--- src/rtl/tour_move_sequencer.sv ---
// tour_move_sequencer: walks a stored knight's tour and emits one vertical leg
// command and one horizontal leg command per move, handshaking each with the
// command processor (cmd_rdy/clr_cmd_rdy, then send_resp).
module tour_move_sequencer #(
  parameter int NUM_MOVES = 24
) (
  input  logic        clk,
  input  logic        rst_n,
  input  logic        start_tour,
  input  logic [7:0]  move,
  input  logic        clr_cmd_rdy,
  input  logic        send_resp,
  output logic [4:0]  mv_indx,
  output logic [15:0] cmd,
  output logic        cmd_rdy,
  output logic        tour_active,
  output logic        tour_done,
  output logic        err
);

  typedef enum logic [2:0] {
    IDLE    = 3'd0,
    FETCH   = 3'd1,
    ISSUE_V = 3'd2,
    WAIT_V  = 3'd3,
    ISSUE_H = 3'd4,
    WAIT_H  = 3'd5,
    FINISH  = 3'd6
  } state_e;

  localparam logic [3:0] OP_MOVE    = 4'h4;
  localparam logic [3:0] OP_FANFARE = 4'h5;
  localparam logic [7:0] HDG_N      = 8'h00;
  localparam logic [7:0] HDG_W      = 8'h3F;
  localparam logic [7:0] HDG_S      = 8'h7F;
  localparam logic [7:0] HDG_E      = 8'hBF;
  localparam logic [4:0] LAST_IDX   = 5'(NUM_MOVES - 1);

  // True when exactly one bit of the move code is set.
  function automatic logic is_one_hot(input logic [7:0] v);
    logic [7:0] v_minus_one;
    v_minus_one = v - 8'd1;
    return (v != 8'h00) && ((v & v_minus_one) == 8'h00);
  endfunction

  // Leg split of a one-hot move: {north, |dy|, east, |dx|}.
  // North/east flags give the sign of dy/dx; magnitudes are 1 or 2.
  function automatic logic [5:0] decode_move(input logic [7:0] v);
    logic [5:0] leg;
    case (v)
      8'h01:   leg = {1'b1, 2'd2, 1'b0, 2'd1}; // dx -1, dy +2
      8'h02:   leg = {1'b1, 2'd2, 1'b1, 2'd1}; // dx +1, dy +2
      8'h04:   leg = {1'b1, 2'd1, 1'b0, 2'd2}; // dx -2, dy +1
      8'h08:   leg = {1'b0, 2'd1, 1'b0, 2'd2}; // dx -2, dy -1
      8'h10:   leg = {1'b0, 2'd2, 1'b0, 2'd1}; // dx -1, dy -2
      8'h20:   leg = {1'b0, 2'd2, 1'b1, 2'd1}; // dx +1, dy -2
      8'h40:   leg = {1'b0, 2'd1, 1'b1, 2'd2}; // dx +2, dy -1
      8'h80:   leg = {1'b1, 2'd1, 1'b1, 2'd2}; // dx +2, dy +1
      default: leg = 6'b00_0000;
    endcase
    return leg;
  endfunction

  state_e      state_q;
  logic [4:0]  mv_indx_q;
  logic [15:0] cmd_q;
  logic        cmd_rdy_q;
  logic        tour_active_q;
  logic        tour_done_q;
  logic        err_q;
  logic [5:0]  leg_q;

  // Tour sequencing FSM; every output comes straight from a register.
  always_ff @(posedge clk or negedge rst_n) begin
    if (!rst_n) begin
      state_q       <= IDLE;
      mv_indx_q     <= 5'd0;
      cmd_q         <= 16'h0000;
      cmd_rdy_q     <= 1'b0;
      tour_active_q <= 1'b0;
      tour_done_q   <= 1'b0;
      err_q         <= 1'b0;
      leg_q         <= 6'b00_0000;
    end else begin
      tour_done_q <= 1'b0;
      case (state_q)
        IDLE: begin
          if (start_tour) begin
            state_q       <= FETCH;
            mv_indx_q     <= 5'd0;
            tour_active_q <= 1'b1;
            err_q         <= 1'b0;
          end else begin
            state_q <= IDLE;
          end
        end
        FETCH: begin
          if (!is_one_hot(move)) begin
            err_q         <= 1'b1;
            tour_active_q <= 1'b0;
            state_q       <= IDLE;
          end else begin
            leg_q   <= decode_move(move);
            state_q <= ISSUE_V;
          end
        end
        ISSUE_V: begin
          cmd_q     <= {OP_MOVE, (leg_q[5] ? HDG_N : HDG_S), 2'b00, leg_q[4:3]};
          cmd_rdy_q <= 1'b1;
          state_q   <= WAIT_V;
        end
        WAIT_V: begin
          // A completion pulse only counts once the command has been taken.
          if (cmd_rdy_q) begin
            if (clr_cmd_rdy) begin
              cmd_rdy_q <= 1'b0;
            end else begin
              cmd_rdy_q <= 1'b1;
            end
          end else if (send_resp) begin
            state_q <= ISSUE_H;
          end else begin
            state_q <= WAIT_V;
          end
        end
        ISSUE_H: begin
          cmd_q     <= {OP_FANFARE, (leg_q[2] ? HDG_E : HDG_W), 2'b00, leg_q[1:0]};
          cmd_rdy_q <= 1'b1;
          state_q   <= WAIT_H;
        end
        WAIT_H: begin
          if (cmd_rdy_q) begin
            if (clr_cmd_rdy) begin
              cmd_rdy_q <= 1'b0;
            end else begin
              cmd_rdy_q <= 1'b1;
            end
          end else if (send_resp) begin
            if (mv_indx_q == LAST_IDX) begin
              state_q <= FINISH;
            end else begin
              mv_indx_q <= mv_indx_q + 5'd1;
              state_q   <= FETCH;
            end
          end else begin
            state_q <= WAIT_H;
          end
        end
        FINISH: begin
          tour_done_q   <= 1'b1;
          tour_active_q <= 1'b0;
          state_q       <= IDLE;
        end
        default: begin
          state_q       <= IDLE;
          cmd_rdy_q     <= 1'b0;
          tour_active_q <= 1'b0;
        end
      endcase
    end
  end

  assign mv_indx     = mv_indx_q;
  assign cmd         = cmd_q;
  assign cmd_rdy     = cmd_rdy_q;
  assign tour_active = tour_active_q;
  assign tour_done   = tour_done_q;
  assign err         = err_q;

endmodule
--- config.mk ---
export PLATFORM = sky130hd
export DESIGN_NAME = tour_move_sequencer
export DESIGN_NICKNAME = d
export VERILOG_FILES = /design/src/rtl/tour_move_sequencer.sv
export SDC_FILE = /design/constraint.sdc
export NUM_CORES = 1
export LEC_CHECK = 0
export ABC_AREA = 1
export BUFFER_PORTS_ARGS = -buffer_cell sky130_fd_sc_hd__buf_2
export CORE_ASPECT_RATIO = 0.75
export CORE_MARGIN = 2
export CORE_UTILIZATION = 35
export DETAILED_ROUTE_END_ITERATION = 8
export MAX_ROUTING_LAYER = met4
export PLACE_DENSITY = 0.53
export SLEW_MARGIN = 0
export SYNTH_ARGS = -nofsm -noshare
export SYNTH_HDL_FRONTEND = slang
export SYNTH_SLANG_ARGS = --single-unit
--- constraint.sdc ---
create_clock -name clk -period 3.9 [get_ports clk]
set_input_delay 0.195 -clock clk [delete_from_list [all_inputs] [get_ports clk]]
set_output_delay 0.195 -clock clk [all_outputs]
set_load 0.01 [all_outputs]
---- Word-level counts from Yosys, hierarchy flattened ----
Index checks and enable logic that the tools add are counted.
word-level totals
  ROM bits ................................ 0
  bits in latches ......................... 0
  RAM bits ................................ 0
  bits in registers ....................... 34
  memories ................................ 0
  output and inout bits ................... 25
  word-level logic and storage cells ...... 76
cells by class
  $mul .................................... 0
  add/subtract/negate cells ............... 2
  order comparisons ....................... 0
  divide/modulo/power cells ............... 0
  eq/ne operators ......................... 21
  reductions and logical operators ........ 16
  shifts and indexed selects .............. 0
  bitwise gates (word level) .............. 2
  muxes and demuxes ....................... 27
operators by type and width
  cell                 count
  $pmux 6 s8           1
  $pmux 16 s2          1
  $mux 5               4
  $pmux 3 s6           1
  $mux 3               5
  $ne 2x2->1 const B   6
  $pmux 5 s2           1
  $eq 3x3->1 const B   3
  $and 8x8->8          1
  $eq 8x1->1 const B   1
  $eq 8x2->1 const B   1
  $eq 8x3->1 const B   1
  $eq 8x4->1 const B   1
  $eq 8x5->1 const B   1
  $eq 8x6->1 const B   1
  $eq 8x7->1 const B   1
  $eq 8x8->1 const B   1
  $logic_not 8->1      1
  $mux 1               8
  $mux 8               1
  $reduce_bool 8->1    1
  $sub 8x1->8 const B  1
  $mux 7               1
  $eq 3x2->1 const B   2
  other kinds (16)     22

---- Depth between registers and ports, before layout ----
  depth after elaboration ................. 6
  mapped depth ............................ 10
  depth with buffers taken out ............ 9

---- Least setup slack after synthesis ----
No wires, ideal clock.
  path type ............................... reg2reg
  start point ............................. register mv_indx_q[0], in the netlist mv_indx[0]
  end point ............................... register mv_indx_q[0], in the netlist mv_indx[0]
  setup slack ............................. 2.541 ns
  stages on the path, launching flop included .. 9
  arrival time ............................ 1.276 ns
  buffers on the path ..................... 0
  period minus slack after synthesis ...... 1.359 ns
  cell sequence ........................... dfrtp_1 ha_1 nand2_1 inv_1 nand3_1 a21oi_2 nor2_2 nand3_1 o21ai_0
between the ends
  longest elaborated chain between the ends .. 5
  elaborated cells between the ends (all ways) .. 8
RTL lines
  what                    line  RTL
  start, declared         65    logic [4:0] mv_indx_q;
  start signal, assigned  142   mv_indx_q <= mv_indx_q + 5'd1;
  $add 5x1->5             142
  $mux 5                  139   if (mv_indx_q == LAST_IDX) begin
  $mux 5                  138   end else if (send_resp) begin
  $mux 5                  132   if (cmd_rdy_q) begin
  $pmux 5 s2              86    case (state_q)
Several ways; a longest one is shown, not always the timed one. The select of a mux whose other input is x is not followed.
A chain may end at the register's enable or synchronous reset.

---- Worst setup path in the final report ----
  start point ............................. register state_q[1]
  end point ............................... register mv_indx_q[0], in the netlist mv_indx[0]
between the ends
  longest elaborated chain between the ends .. 3
  elaborated cells between the ends (all ways) .. 9
RTL lines
  what                                                              line  RTL
  start, declared                                                   64    state_e state_q;
  start signal, assigned                                            76    state_q <= IDLE;
  start signal, assigned                                            89    state_q <= FETCH;
  start signal, assigned                                            94    state_q <= IDLE;
  $eq 3x3->1 / $logic_not 3->1 (equally long branches)              86
  $ne 2x2->1 (no line) / $reduce_bool 2->1 (equally long branches)  -
  $reduce_and 5->1 (no line)                                        -
Several ways; a longest one is shown, not always the timed one.

==> metrics.txt <==
via count between 1000 and 1500; final wirelength ~3.1 mm; GRT Residual Overflow 0; cts repair resizes 0; HPWL Detailed about 2.5 mm; Max IR drop VDD around 0.19 mV; pin count of the biggest net entering global routing 24; TritonCTS clock tree yes; hold_buf cts 1; Clock Path Buffers 2; DIE AREA 0.00468 mm2; most frequent cells in the layout 54 x nand2_1, 33 x buf_2, 24 x nor2_1, 23 x dfrtp_1, 18 x inv_1; WP data required approximately 4100 ps; Initial Util between 30% and 40%; final setup vio count 0; layout cells sized above 1 between 20% and 30%; fmax approximately 0.65 GHz; CTS sink count 23; Final min period about 1500 ps; first-pass GRT wire length approximately 5.4 mm; hold path start clr_cmd_rdy; Die Span Y roughly 60 um; status finished, final reports clean; row count 20; worst hold path cell count 2; Worst EP arrival 1730 ps; final setup skew ~2.2 ps; setup repair bufs after CTS 0; Die W around 78 um; post-DR vias/cell about 4.6; synth warn 0; GRT Util Overall about 15%; leakage around 0.00089 uW; max_cap viols 0; worst min-delay path endpoint cmd_rdy; initial antenna violation count 0; CP Launch Point state_q[1]; unrepaired setup endpoints after global routing false; Yosys cell types 30; Hold Crit Class input port to register; worst skew pair latency approximately 270 ps; Rel. slew slack 65.2%; Power Dens Cells 559 mW/mm2; CP max FO 8; #FFs+latches synth 23; vias in the first global route 1141; commonest non-fill, non-tap cell in the layout nand2_1; Avg Cell Area, Syn 7.39 um2; cts bufs inserted 3; TNS Setup 0 ps; Final Max Tran Viols 0; Area Overhead vs Synth 15.4%; placer congestion estimate 0.884; Worst R2R End mv_indx[0]; number of H-tree levels 1; ant diodes 0; DRC viols 0; Netlist Area Pre-Place approximately 0.0014 mm2; Final Hold Viols 0; post-DR wirelength/cell between 10 and 15 um; Starting DRT DRC Count 62; Reg2Reg Launch Point state_q[1]; hold_ws about 150 ps; crit path capture type register; num ports 38; Port Buffer Count 33; Crit Path Class register to register; sequential area share after synthesis between 30% and 40%; Slew @ Worst Pin about 520 ps; Reg2Reg Depth 7; crit path launch type register; Worst R2R Setup Slack 2360 ps; clock slew at reported path FFs around 80 ps; Routed Antenna Nets 0; core area approximately 0.004 mm2; first drt pass iteration count 5; final worst-path cycle share slightly below 40%; nets 242; Root Buffer clkbuf_8; cells after synthesis around 200
## registers in the layout, summed over array words and instances (netlist names)
name         cells
cmd              7
mv_indx          5
leg_q            4
state_q          3
cmd_rdy          1
err              1
tour_active      1
tour_done        1
## cells by family (layout without fill, tap and decap cells)
group / after synthesis / count (layout) / share of synthesized area (%)
AND/OR/NAND/NOR: 111 / 111 / 35.6
buffers and inverters: 31 / 59 / 10.9
AO/OA/AOI/OAI: 26 / 26 / 10.9
flip-flops: 23 / 23 / 39.7
XOR/XNOR: 3 / 3 / 1.81
adder cells (fa/ha/maj): 1 / 1 / 0.863
other: 1 / 4 / 0.259
## metal layers
metal / GRT usage [%] / share of wire, % / wire length (um) / up-vias
li1: - / - / - / 683
met4: 4.01 / 1.3 / 42 / 0
met1: 23.4 / 56 / 1760 / 562
met5: - / 0 / 0 / -
met2: 19.7 / 37 / 1160 / 36
met3: 4.08 / 5.9 / 186 / 5
## synth_stat cells
library cell   n  share of area [%]
ha_1           1               0.86
xnor2_1        1               0.60
inv_1         18                4.7
nor2_1        24                6.2
a22o_1         1               0.60
nand4_1        4                1.7
inv_2          3               0.78
nand2_1       54                 14
o21a_1         1               0.52
buf_6          1               0.78
nand3b_1       3                1.6
a21oi_1        4                1.4
o211ai_1       2                1.0
nor2_4         2                1.6
o22ai_1        1               0.43
xor2_1         2                1.2
dfrtp_1       23                 40
o21ai_2        3                1.8
nand3_2        3                2.1
or2_1          1               0.43
nor3_1         4                1.4
a21oi_2        1               0.60
nor3_4         1                1.1
buf_4          9                4.7
or2_2          1               0.43
nor2_2         2               0.86
o21ai_0       13                4.5
conb_1         1               0.26
nand3_1       11                3.8
nand2_2        1               0.43
## metrics by stage
step	std cells	power, uW	setup WS (ps)	util (%)	area [um2]
6_report	282	934	2360	41.8	1670
3_5_place_dp	277	786	2370	40.3	1620
3_3_place_gp	277	802	2350	40.3	1620
5_1_grt	282	1020	2220	41.8	1670
2_1_floorplan	199	672	2540	-	1460
4_1_cts	282	941	2360	41.8	1670
## worst max-delay path: stages (launching register included)
cell     delay [ps]
dfrtp_1         430
inv_1           120
nand3_2         170
inv_2           170
a21oi_2          90
nor2_2          280
nand3_1         100
o21ai_0         100
## layout make-up
| type | count | area [um2] |
|---|---|---|
| Clock inverter | 1 | 5.00 |
| Clock buffer | 3 | 41.3 |
| Fill cell | 449 | 2330 |
| Timing Repair Buffer | 34 | 175 |
| Inverter | 21 | 78.8 |
| Sequential cell | 23 | 576 |
| Tap cell | 55 | 68.8 |
| Multi-Input combinational cell | 145 | 727 |
## report_power, final
part	internal, uW	switching (uW)	total (uW)	leakage [uW]
combinational	154	275	430	0.000562
clock	71.5	77.7	149	0.0000255
sequential	299	56.8	356	0.000302
total	525	410	934	0.000889
## how the worst max path moves through the flow
stage	to	slack (ps)	depth (start not counted)
finish	mv_indx[0]	2360	7
global route	tour_active	2220	8
CTS	err	2360	7
detailed placement	leg_q[4]	2370	7
global placement	leg_q[4]	2350	7
floorplan	mv_indx[0]	2540	8
(Power assumes the default switching activity.)
